===== config.mk =====
export PLATFORM = sky130hd
export DESIGN_NAME = uart_tx_ctrl
export DESIGN_NICKNAME = d
export VERILOG_FILES = /design/src/rtl/uart_tx_pkg.sv /design/src/rtl/uart_tx_serializer.sv /design/src/rtl/uart_tx_ctrl.sv
export SDC_FILE = /design/constraint.sdc
export NUM_CORES = 1
export LEC_CHECK = 0
export CAP_MARGIN = 15
export CORE_ASPECT_RATIO = 0.7
export CORE_MARGIN = 10
export CORE_UTILIZATION = 45
export CTS_CLUSTER_DIAMETER = 30
export CTS_CLUSTER_SIZE = 20
export DETAILED_ROUTE_END_ITERATION = 10
export GPL_ROUTABILITY_DRIVEN = 0
export HOLD_SLACK_MARGIN = 0.06
export PLACE_DENSITY = 0.71
export REMOVE_ABC_BUFFERS = 1
export SYNTH_ARGS = -nofsm -noshare
export SYNTH_HDL_FRONTEND = slang
export SYNTH_SLANG_ARGS = --single-unit

===== constraint.sdc =====
create_clock -name CLK -period 1.59 [get_ports CLK]
set_input_delay 0.2385 -clock CLK [delete_from_list [all_inputs] [get_ports CLK]]
set_output_delay 0.2385 -clock CLK [all_outputs]
set_load 0.005 [all_outputs]

===== src/rtl/uart_tx_pkg.sv =====
// UART TX shared definitions: line-state codes driven to the TX output mux
// and default widths for the frame controller.
package uart_tx_pkg;

    localparam int SEL_W          = 3;
    localparam int MUX_SEL_W_DEF  = SEL_W;
    localparam int DATA_WIDTH_DEF = 8;

    typedef logic [SEL_W-1:0] state_t;

    // Line-state codes; the TX mux decodes these directly.
    localparam state_t IDLE   = 3'b000;
    localparam state_t START  = 3'b001;
    localparam state_t DATA   = 3'b010;
    localparam state_t PARITY = 3'b011;
    localparam state_t STOP   = 3'b100;

endpackage


===== src/rtl/uart_tx_serializer.sv =====
// UART TX payload serializer: LSB-first shift register plus bit counter.
// The controlling FSM owns load, clr and shift_en.
module uart_tx_serializer #(
    parameter int DATA_WIDTH = 8
) (
    input  logic                  CLK,
    input  logic                  RST,
    input  logic                  load,
    input  logic                  clr,
    input  logic                  shift_en,
    input  logic [DATA_WIDTH-1:0] data,
    output logic                  ser_data,
    output logic                  done
);

    // One extra count value so the counter never wraps inside a frame.
    localparam int CNT_W = $clog2(DATA_WIDTH + 1);

    logic [DATA_WIDTH-1:0] shift_reg;
    logic [CNT_W-1:0]      bit_cnt;

    // Payload register: load on accept, shift right once per data bit.
    always_ff @(posedge CLK or negedge RST) begin
        if (!RST) begin
            shift_reg <= '0;
        end else if (load) begin
            shift_reg <= data;
        end else if (shift_en) begin
            shift_reg <= shift_reg >> 1;
        end
    end

    // Data-bit counter: cleared before the data phase, counts shifted bits.
    always_ff @(posedge CLK or negedge RST) begin
        if (!RST) begin
            bit_cnt <= '0;
        end else if (load || clr) begin
            bit_cnt <= '0;
        end else if (shift_en) begin
            bit_cnt <= bit_cnt + CNT_W'(1);
        end
    end

    assign ser_data = shift_reg[0];
    assign done     = (bit_cnt == CNT_W'(DATA_WIDTH - 1));

endmodule


===== src/rtl/uart_tx_ctrl.sv =====
// UART TX frame controller: sequences start, data, optional parity and stop,
// presenting the registered line-state code to the TX output mux.
module uart_tx_ctrl
    import uart_tx_pkg::*;
#(
    parameter int DATA_WIDTH = DATA_WIDTH_DEF,
    parameter int MUX_SEL_W  = MUX_SEL_W_DEF
) (
    input  logic                  CLK,
    input  logic                  RST,
    input  logic [DATA_WIDTH-1:0] P_DATA,
    input  logic                  Data_Valid,
    input  logic                  PAR_EN,
    input  logic                  PAR_TYP,
    output logic [MUX_SEL_W-1:0]  mux_sel,
    output logic                  ser_data,
    output logic                  par_bit,
    output logic                  busy
);

    state_t state;
    state_t state_nxt;

    logic load;
    logic clr;
    logic shift_en;
    logic done;
    logic busy_nxt;
    logic par_nxt;
    logic par_en_q;

    // Even parity of the payload, inverted for odd parity.
    assign par_nxt = ^P_DATA ^ PAR_TYP;

    // State register; the state code is the mux select.
    always_ff @(posedge CLK or negedge RST) begin
        if (!RST) begin
            state <= IDLE;
        end else begin
            state <= state_nxt;
        end
    end

    // Next-state logic; unused codes fall back to IDLE.
    always_comb begin
        state_nxt = IDLE;
        case (state)
            IDLE:    state_nxt = Data_Valid ? START : IDLE;
            START:   state_nxt = DATA;
            DATA: begin
                if (!done) begin
                    state_nxt = DATA;
                end else if (par_en_q) begin
                    state_nxt = PARITY;
                end else begin
                    state_nxt = STOP;
                end
            end
            PARITY:  state_nxt = STOP;
            STOP:    state_nxt = IDLE;
            default: state_nxt = IDLE;
        endcase
    end

    // Output decode: serializer controls and next busy value per state.
    always_comb begin
        load     = 1'b0;
        clr      = 1'b0;
        shift_en = 1'b0;
        busy_nxt = 1'b0;
        case (state)
            IDLE: begin
                load     = Data_Valid;
                busy_nxt = Data_Valid;
            end
            START: begin
                clr      = 1'b1;
                busy_nxt = 1'b1;
            end
            DATA: begin
                shift_en = 1'b1;
                busy_nxt = 1'b1;
            end
            PARITY: begin
                busy_nxt = 1'b1;
            end
            STOP: begin
                busy_nxt = 1'b0;
            end
            default: begin
                busy_nxt = 1'b0;
            end
        endcase
    end

    // Frame attributes captured with the payload, plus registered busy.
    always_ff @(posedge CLK or negedge RST) begin
        if (!RST) begin
            busy     <= 1'b0;
            par_bit  <= 1'b0;
            par_en_q <= 1'b0;
        end else begin
            busy <= busy_nxt;
            if (load) begin
                par_bit  <= par_nxt;
                par_en_q <= PAR_EN;
            end
        end
    end

    uart_tx_serializer #(
        .DATA_WIDTH (DATA_WIDTH)
    ) u_ser (
        .CLK      (CLK),
        .RST      (RST),
        .load     (load),
        .clr      (clr),
        .shift_en (shift_en),
        .data     (P_DATA),
        .ser_data (ser_data),
        .done     (done)
    );

    assign mux_sel = MUX_SEL_W'(state);

endmodule


==> results by stage, run 1 <==
Pwr:
- In this run the power density over the cells is 1610 nW/um^2.
- The switching power summed over all nets is 748 uW.
- Of the total power, the clock network draws 10.2%.
- The net switching fraction of the power is 36.0%.
- The cell-internal power is 1330 uW.
- The combinational fraction of design power is 52.4%.
- Sequential cells burn 37.5% of the power.
- VDD sags by at most 0.709 mV.
- The analysis attributes to cell leakage a power of 0.000586 uW.

Yosys:
- The cell taking the most area after synthesis is dfrtp_1.
- In this run, synthesis inferred 0 flip-flops with an integrated enable.
- The total of warnings raised by yosys is 0.
- Synthesis handed over a netlist of 93 instances.
- By count the netlist is led by dfrtp_1 (18), nand2_1 (11), o21ai_0 (9).
- In the synthesized netlist the dominant register cell turns out to be dfrtp_1.
- After synthesis, the cell types taking the most area are dfrtp_1 (46%), mux2i_1 (8.3%), o21ai_0 (4.6%).
- The share of synthesized area in the top cell type comes to 46.5%.
- The synthesized area is 970 um^2.
- The synthesized design contains 18 register bits.
- Yosys instantiated no cell more often than dfrtp_1.
- Counting flops with an async set or reset pin after synthesis yields a share of 100%.
- The count of distinct cell types in the synthesized netlist is 27.
- The average instance in the mapped netlist occupies 10.4 um^2.
- Sequential cells were found to cover 46.5% of the synthesized design area.

Clocking:
- After clock tree synthesis, the clock-pin slew on the worst setup and hold paths is 0.10 ns.
- TritonCTS built the clock tree.
- The tree built by TritonCTS fans out to 18 sinks.
- CTS built an H-tree with a depth of 1.
- The post-cts hold buffer count is 0.
- Clock tree synthesis selected as its root buffer the cell clkbuf_4.
- The clock reaches the later pin of the worst-skew pair after 0.28 ns.
- Buffers inserted during clock tree synthesis total 3.
- Counting along the longest clock path gives a buffer depth of 2.

Placement:
- The detailed-placement wirelength estimate is 1580 um.
- The count of buffers added on input and output ports is 18.

Drt:
- In the final routed layout, each cell accounts on average for 14.1 um.
- The number of vias per cell after detailed routing is 5.07.
- After the first detailed-routing iteration, the DRC count stood at 53.
- The detailed-router iteration count before antenna repair is 4.
- The detail route stage leaves a number of antenna-violating nets equal to 0.
- The DRC violation count after routing is 0.
- The overall routed net length is 2050 um.
- The detailed router placed 735 vias in this run.

Finish:
- 0 antenna diodes ended up in the layout.
- The share of cells above drive strength 1 is 20.3%.
- The number of nets at the end of the flow is 139.
- The number of flip-flops in the largest register is 8.
- The count of fill cells added during filler insertion is 166.
- The area of the multi-input gates is 463 um^2.
- The sequential cells in the finished layout cover a total of 452 um^2.
- The area overhead of the layout relative to synthesis is 33.0%.
- The final standard cell utilization of the core is 66.1%.

Run status:
- The run finished with clean final reports.

Timing:
- Setup repair after global routing left no endpoint under its margin.
- The final count of hold timing violations is 0.
- Dividing the final minimum period by the clock period gives 95.3%.
- The total count of max-transition violations in the final report is 0.
- The top achievable clock speed is 660 MHz.
- The count of final setup violators is 0.
- The worst slew slack as a fraction of its limit is 83.0%.
- The clock period could shrink to 1.52 ns.
- Between clock sinks in the finished design, the worst skew comes to 0.00927 ns.
- For the pin with the worst max-slew slack, the measured transition is 0.254 ns.
- The sum of negative setup slack is 0 ns.

Global route:
- The via count of the first global-routing pass is 733.
- The initial antenna violation count is 0.
- The largest net degree at the start of global routing is 19.
- The overall global routing resource usage is 9.69%.
- The aggregate global routing overflow is 0.
- The global-route wire length before repair is 3370 um.

Critical path:
- The sort of element at the end of the critical path is a flip-flop.
- The worst path required time is 1.77 ns.
- The minimum setup slack among reg-to-reg paths is 0.09 ns.
- By startpoint and endpoint, the worst setup path is classified as in -> reg.
- In this run the worst path has a maximum fanout of 2.
- The worst-case reg-to-reg path depth is 5.
- The worst path arrival time is 1.70 ns.
- In this run the critical register-to-register path is launched from mux_sel[0]$_DFF_PN0_.
- The kind of start point of the critical path is an input pin.
- The endpoint identified for the worst register-to-register timing path is u_ser.shift_reg[4]$_DFFE_PN0P_.

Die:
- The horizontal die dimension is 75.5 um.
- The top-level I/O count is 19.
- The initial core utilization is 49.7%.
- The floorplan step defined a die boundary enclosing 4440 um^2.
- In this run the vertical extent of the chip is 58.8 um.
- Row generation in the floorplan step produced 13 rows.
- The core footprint is 1950 um^2.

Hold path:
- The worst hold path class is in -> async.

Job:
- Across the run, the number of max-cap violations was 0.
==> per-stage QoR <==
stage	hold slack, ns	worst slack (ns)	cell area [um^2]	power (uW)	instances
3_5_place_dp	0.466	-0.234	1220	1790	139
2_1_floorplan	-0.0571	-0.0873	912	1330	87
3_3_place_gp	0.465	-0.181	1220	1770	139
6_report	0.274	0.0749	1290	2080	145
5_1_grt	0.290	0.0217	1290	2250	145
4_1_cts	0.279	0.0122	1270	2060	144
==> critical path: stages <==
cell and delay [ns]:
clkdlybuf4s50_1 0.50, xnor2_1 0.13, xnor3_1 0.43, xnor2_1 0.14
mux2_2 0.26
==> power by group through the flow <==
stage | combinational, uW | sequential [uW] | clock, uW
after floorplan | 529 | 802 | 0
after global placement | 974 | 793 | 0
after detailed placement | 993 | 799 | 0
after CTS | 1060 | 773 | 222
after global routing | 1210 | 802 | 239
final | 1090 | 778 | 211
==> layout by cell type (no fill, tap or decap), drive strengths merged <==
cell	count
dlymetal6s2s	1
buf	15
a21boi	1
dlygate4sd2	1
a21oi	5
a21o	1
mux2	1
nor4b	1
clkdlybuf4s50	16
nand2	11
ha	1
o21ai	14
a41oi	2
mux2i	8
nand4b	1
dfrtp	18
and2	1
nand2b	1
or3	1
xnor3	1
xnor2	5
nor3b	1
nor2	8
xor2	1
inv	3
nor3	1
clkbuf	3
==> worst max-delay path by stage <==
stage,endpoint,start
5_1_grt,par_bit$_DFFE_PN0P_,P_DATA[0]
6_report,par_bit$_DFFE_PN0P_,P_DATA[0]
3_5_place_dp,par_bit$_DFFE_PN0P_,P_DATA[0]
4_1_cts,mux_sel[0],mux_sel[0]$_DFF_PN0_
3_3_place_gp,par_bit$_DFFE_PN0P_,P_DATA[0]
2_1_floorplan,par_bit$_DFFE_PN0P_,mux_sel[0]$_DFF_PN0_
==> routing by layer <==
layer  GRT usage [%]  share of wire, %
met5               0                 0
met4            3.96                 0
met3            3.52               6.5
met2            14.8                47
met1            12.1                46
==> logic make-up after synthesis <==
| kind of cell | synth area share (%) |
|---|---|
| muxes | 9.42 |
| AOI/OAI and AO/OA | 14.1 |
| adders and majority gates | 1.29 |
| DFF | 46.5 |
| xor gates and xnor gates | 7.74 |
| and+or+nand+nor | 13.9 |
| buffers and inverters | 7.10 |
==> timing repair <==
item	CTS	global route
pin swaps	0	1
gates resized for setup	4	3
endpoints found under the setup margin	3	2
buffers inserted	2	1
==> layout make-up <==
type	instances	area share, %
inverters	3	0.873
well taps	22	2.13
multi-input cells	66	35.9
flip-flops and latches	18	35.0
repair buffers	33	24.3
clock buffers	3	1.75
Note: power is estimated with default switching activity, not from simulation.
==> run 2, diff against run 1 <==
PLACE_DENSITY = unset   (was 0.71)
PLACE_DENSITY_LB_ADDON = 0.2   (was unset)
clock period = 1.7 ns   (was 1.59 ns; I/O delays follow)
==> results by stage, run 2 (synthesis gave the netlist of run 1 again) <==
Clocking:
- The TritonCTS clock tree is done.
- The number of sinks on the clock net is 18 (unchanged).
- Clock tree synthesis selected as its root buffer the cell clkbuf_4.
- The clock buffer count from CTS came to 3 (unchanged).
- The clock transition at the register clock pins on the worst setup and hold paths after CTS came to 0.10 ns (about the same).
- The clock latency of the later-clocked register in the worst-skew pair is 0.30 ns (+0.02 ns).
- The H-tree depth reported by CTS is 1 (unchanged).
- The buffer depth of the longest clock path came to 2 (unchanged).
- The post-cts hold buffer count came to 0 (unchanged).

Die:
- The top-level I/O count is 19 (unchanged).
- The die footprint came to 4440 um^2 (unchanged).
- The die height is 58.8 um (unchanged).
- The core footprint came to 1950 um^2 (unchanged).
- The horizontal die dimension was 75.5 um (unchanged).
- The initial core utilization is 49.7% (unchanged).
- The number of core rows is 13 (unchanged).

Critical path:
- The critical path in this run is classified as reg -> out.
- The worst register-to-register path begins at mux_sel[1]$_DFF_PN0_.
- The capture instance of the worst register-to-register path is u_ser.shift_reg[4]$_DFFE_PN0P_.
- In this run the worst setup path begins at mux_sel[0]$_DFF_PN0_.
- The critical path's largest stage delay is 0.50 ns (about the same).
- STA classifies the critical path endpoint as an output pin.
- The kind of start point of the critical path is a flip-flop.
- The worst-path cell with the longest stage delay is clkdlybuf4s50_1.
- The top fanout value on the critical path was 9 (+7).
- The signal on the critical path passes through buf_6 > clkdlybuf4s50_1.
- The worst path required time is 1.44 ns (-0.33 ns).
- The worst-case reg-to-reg path depth came to 4 (-1).
- The minimum setup slack among reg-to-reg paths is 0.17 ns (+0.08 ns).
- The worst path arrival time is 1.36 ns (-0.34 ns).

Finish:
- The count of fill cells added during filler insertion is 186 (+12%).
- The final non-filler cell area was 1200 um^2 (-7.0%).
- The area overhead of the layout relative to synthesis is 23.7%.
- Leaving out fill and tap cells, the most frequent cells in the layout are clkdlybuf4s50_1 (18), dfrtp_1 (15), nand2_1 (11), o21ai_0 (9).
- The share of cells above drive strength 1 is 14.2% (-6.2 points).
- The most common cell after layout, fill and taps aside is clkdlybuf4s50_1.
- The number of nets at the end of the flow was 129 (-7.2%).
- The diode insertion count for antenna repair was 0 (unchanged).
- The final cell count without fillers came to 135 (-6.9%).
- The number of flip-flops in the largest register is 8 (unchanged).

Run status:
- The flow ran to the end, and the final reports show no timing, DRC or antenna violations.

Drt:
- The residual antenna-violating net count after detailed routing is 0 (unchanged).
- The DRC violation total after the first TritonRoute iteration is 19 (-64%).
- The detailed-router iteration count before antenna repair is 4 (unchanged).
- The count of vias placed by the detailed router is 717 (-2.4%).
- The DRC violation count after routing came to 0 (unchanged).
- The detailed-route wire length per cell is 15.5 um (+9.8%).
- The number of vias per cell after detailed routing is 5.31 (+4.8%).
- The overall routed net length was 2090 um (+2.2%).

Job:
- The max-capacitance violation count came to 0 (unchanged).

Timing:
- Timing would allow up to 620 MHz.
- The final count of hold timing violations was 0 (unchanged).
- The total count of max-transition violations in the final report is 0 (unchanged).
- The count of final setup violators is 0 (unchanged).
- Setup repair after global routing left no endpoint under its margin.
- The slew at the pin closest to its max-slew limit came to 0.240 ns (-0.0137 ns).
- For the finished layout, the period the worst path requires is 1.61 ns.
- The setup clock skew after layout is 0.00362 ns (-0.00565 ns).
- The sum of negative setup slack is 0 ns (unchanged).
- In the finished design, the share of the clock period the worst path needs comes to 94.8%.
- The worst slew slack as a fraction of its limit came to 83.5% (+0.52 points).

Pwr:
- The worst ir drop on vdd is 0.720 mV (+1.5%).
- The total power per unit cell area is 1540 nW/um^2 (-4.1%).
- The leakage power summed over all cells is 0.000510 uW (-13%).

Global route:
- The global-route wire length before repair is 3540 um (+4.9%).
- The largest net degree at the start of global routing is 19 (unchanged).
- The initial antenna violation count is 0 (unchanged).
- The overall global routing resource usage is 10.5% (+0.83 points).
- The via count of the first global-routing pass is 714 (-2.6%).
- The aggregate global routing overflow is 0 (unchanged).

Placement:
- The cell count after placement is 132 (-5.0%).
- The count of input and output buffers is 18 (unchanged).
- The detailed-placement wirelength estimate is 1590 um (+0.28%).
- The total cell area at the placement stage was 1170 um^2 (-4.3%).

Hold path:
- The min-delay analysis places its worst path in the category in -> async.
## run 2: area by class of cell
type,instances,area (um^2),share of cell area (%)
clock buffers,3,22.5,1.88
flip-flops and latches,18,454,37.9
inverters,3,11.3,0.938
repair buffers,23,234,19.5
well taps,22,27.5,2.29
multi-input cells,66,450,37.5
## run 2: critical path: cells and delay by family (launching register included)
family | cells | cell delay, ns
buf+inv | 2 | 0.64
flops | 1 | 0.42
## run 2: metrics by stage
| step | power (uW) | setup WS, ns | util, % | hold slack [ns] |
|---|---|---|---|---|
| after floorplan | 1250 | 0.0227 | - | -0.0406 |
| after global placement | 1610 | -0.0955 | 59.9 | 0.466 |
| after detailed placement | 1650 | -0.113 | 59.9 | 0.473 |
| after CTS | 1870 | 0.0135 | 61.2 | 0.281 |
| after global routing | 2030 | 0.0115 | 61.5 | 0.287 |
| final | 1850 | 0.0879 | 61.5 | 0.280 |
## run 2: layer usage
metal / part of all wire (%) / vias to the layer above / track usage (%)
met3: 6.7 / 5 / 4.52
met2: 44 / 11 / 14.8
met5: 0 / - / 0
li1: - / 364 / -
met4: 1.8 / 0 / 4.75
met1: 47 / 337 / 13.6
## run 2: worst max-delay path by stage
stage / end / cells after the start
2_1_floorplan: par_bit$_DFFE_PN0P_ / 2
3_3_place_gp: par_bit$_DFFE_PN0P_ / 5
3_5_place_dp: par_bit$_DFFE_PN0P_ / 5
4_1_cts: mux_sel[0] / 2
5_1_grt: u_ser.shift_reg[4]$_DFFE_PN0P_ / 4
6_report: mux_sel[0] / 2
## run 2: repair_timing
| item | CTS | global route |
|---|---|---|
| setup buffers | 0 | 0 |
| cloned | 0 | 0 |
| hold endpoints to repair | 0 | 0 |
| resized for setup | 2 | 2 |
| setup endpoints to repair | 2 | 1 |
## run 2: power breakdown
group	internal (uW)	total [uW]	switching, uW
clock	82.7	213	131
sequential	608	767	159
combinational	469	871	402
==> edit: new RTL, flow settings as in run 1 <==
Reset style: synchronous (`RST`), changed in 4 clocked blocks.
--- a/src/rtl/uart_tx_serializer.sv
+++ b/src/rtl/uart_tx_serializer.sv
@@ -20,7 +20,7 @@
     logic [CNT_W-1:0]      bit_cnt;
 
     // Payload register: load on accept, shift right once per data bit.
-    always_ff @(posedge CLK or negedge RST) begin
+    always_ff @(posedge CLK) begin
         if (!RST) begin
             shift_reg <= '0;
         end else if (load) begin
@@ -31,7 +31,7 @@
     end
 
     // Data-bit counter: cleared before the data phase, counts shifted bits.
-    always_ff @(posedge CLK or negedge RST) begin
+    always_ff @(posedge CLK) begin
         if (!RST) begin
             bit_cnt <= '0;
         end else if (load || clr) begin
--- a/src/rtl/uart_tx_ctrl.sv
+++ b/src/rtl/uart_tx_ctrl.sv
@@ -33,7 +33,7 @@
     assign par_nxt = ^P_DATA ^ PAR_TYP;
 
     // State register; the state code is the mux select.
-    always_ff @(posedge CLK or negedge RST) begin
+    always_ff @(posedge CLK) begin
         if (!RST) begin
             state <= IDLE;
         end else begin
@@ -94,7 +94,7 @@
     end
 
     // Frame attributes captured with the payload, plus registered busy.
-    always_ff @(posedge CLK or negedge RST) begin
+    always_ff @(posedge CLK) begin
         if (!RST) begin
             busy     <= 1'b0;
             par_bit  <= 1'b0;
Formal check against the unedited RTL: differs if RST is asserted again (counterexample within 4 cycles, from zero or initial values and one cycle with RST low); with RST held inactive, the same outputs for 10 cycles.
==> edit against run 1 <==
  * Synthesized area fell by 12%
  * Synthesized cell count fell by 9.7%
  * Worst setup slack got worse by 0.019 ns
  * Critical endpoint is now mux_sel[1]
  * Wire length fell by 6.9%
  * Via count fell by 2.9%
  * Register-to-register slack improved by 0.14 ns
  * Sequential cell count did not move
  * Non-clock buffer count fell by 4
  * Cell area fell by 12%
Power is not compared: it rests on default switching activity, and its combinational part moved more than twofold at a synthesized area within 25%.
==> edit: results (changes against run 1) <==
• outcome: complete, no violations
• global-route track usage on met2: 16.46%, +1.7 points
• Data arrival, critical path: 1.30 ns, -0.40 ns
• dominant cells by area after synthesis: sky130_fd_sc_hd__dfxtp_1 42%, sky130_fd_sc_hd__a222oi_1 7.0%, sky130_fd_sc_hd__nor2b_1 5.9%, sky130_fd_sc_hd__nor2_1 5.3%, sky130_fd_sc_hd__xnor2_1 4.1%
• most frequent cells after synthesis: 18 x sky130_fd_sc_hd__dfxtp_1, 12 x sky130_fd_sc_hd__nor2_1, 8 x sky130_fd_sc_hd__nor2b_1
• Filler Cells Inserted: 154, -7.2%
• reg-to-reg critical path endpoint: par_bit
• count of routing violations after the opening detailed-route iteration: 60, +13%
• initial antenna violation count: 0, unchanged
• type of the most critical hold path: reg -> reg
• PostCTS Resize Cnt: 3, -1
• router iterations before antenna repair: 5, +1
• slew at the pin closest to its max-slew limit: 0.3277 ns, +0.07389 ns
• skew final: 0.003523 ns, -0.005750 ns
• met1 track demand over resource in global routing: 10.93%, -1.2 points
• Post-DP Area: 1110 um2, -9.2%
• crit-path max cell delay: 0.55 ns, +0.05 ns
• worst reg2reg startpoint: mux_sel[2]
• setup slack on the worst flop-to-flop path: 0.23 ns, +0.14 ns
• Post-CTS Setup Inserts: 0, -2
• sequential-to-total area share from yosys stat: 42.23%, -4.2 points
• global-route wire length before repair: 3263 um, -3.3%
• overall routing resource usage: 9.727%, +0.033 points
• vias in the first global route: 746, +1.8%
• met3 track demand over resource: 4.035%, +0.52 points
• HPWL Detailed: 1517 um, -4.2%
• share of final-layout standard cells stronger than drive strength 1: 17.86%, -2.5 points
• timing endpoint of the critical path: mux_sel[1]
• pin count of the biggest net entering global routing: 11, -8
• critical path launch point: mux_sel[1]
• Worst Path Max Fanout: 9, +7
-- edit: power groups by stage --
stage               combinational [mW]  sequential [mW]  clock, mW
floorplan                        0.108            0.508          0
global placement                 0.211            0.511          0
detailed placement               0.216            0.512          0
CTS                              0.217            0.503      0.227
global route                     0.237            0.506      0.241
finish                           0.216            0.503      0.216
-- edit: stage by stage --
stage / setup slack (ns) / util [%] / std cells / setup TNS, ns
2_1_floorplan: 0.03236 / - / 80 / 0
3_3_place_gp: -0.08196 / 60.92 / 131 / -0.1269
3_5_place_dp: -0.1249 / 60.92 / 131 / -0.2906
4_1_cts: 0.04247 / 62.36 / 134 / 0
5_1_grt: 0.003479 / 62.36 / 134 / 0
6_report: 0.05552 / 62.36 / 134 / 0
-- edit: area by class of cell --
class	count	area [um2]	area share [%]
Inverter	1	3.754	0.3304
Timing Repair Buffer	29	262.8	23.13
Tap cell	22	27.53	2.423
Multi-Input combinational cell	61	455.4	40.09
Sequential cell	18	364.1	32.05
Clock buffer	3	22.52	1.982
-- edit: worst min path at each step --
| stage | startpoint | slack [ns] | end |
|---|---|---|---|
| detailed placement | u_ser.shift_reg[7] | 0.49 | u_ser.shift_reg[7] |
| floorplan | Data_Valid | 0.36 | busy |
| global placement | u_ser.shift_reg[7] | 0.48 | u_ser.shift_reg[7] |
| global route | u_ser.shift_reg[7] | 0.56 | u_ser.shift_reg[7] |
| finish | u_ser.shift_reg[7] | 0.51 | u_ser.shift_reg[7] |
| CTS | u_ser.shift_reg[7] | 0.51 | u_ser.shift_reg[7] |
-- edit: cells by family (layout without fill, tap and decap cells) --
group	Yosys count	count (layout)	share of synthesized area, %
compound gates	14	14	12.90
xor+xnor	9	9	10.85
fa+ha+maj	1	1	1.466
buf+inv	5	33	4.398
flops	18	18	42.23
mux	4	4	4.839
simple gates	33	33	23.31
-- edit: metal layers --
metal / wire length [um] / up-vias
met5: 0 / -
met4: 34 / 0
met3: 110 / 4
met2: 924 / 22
met1: 836 / 332
li1: - / 356
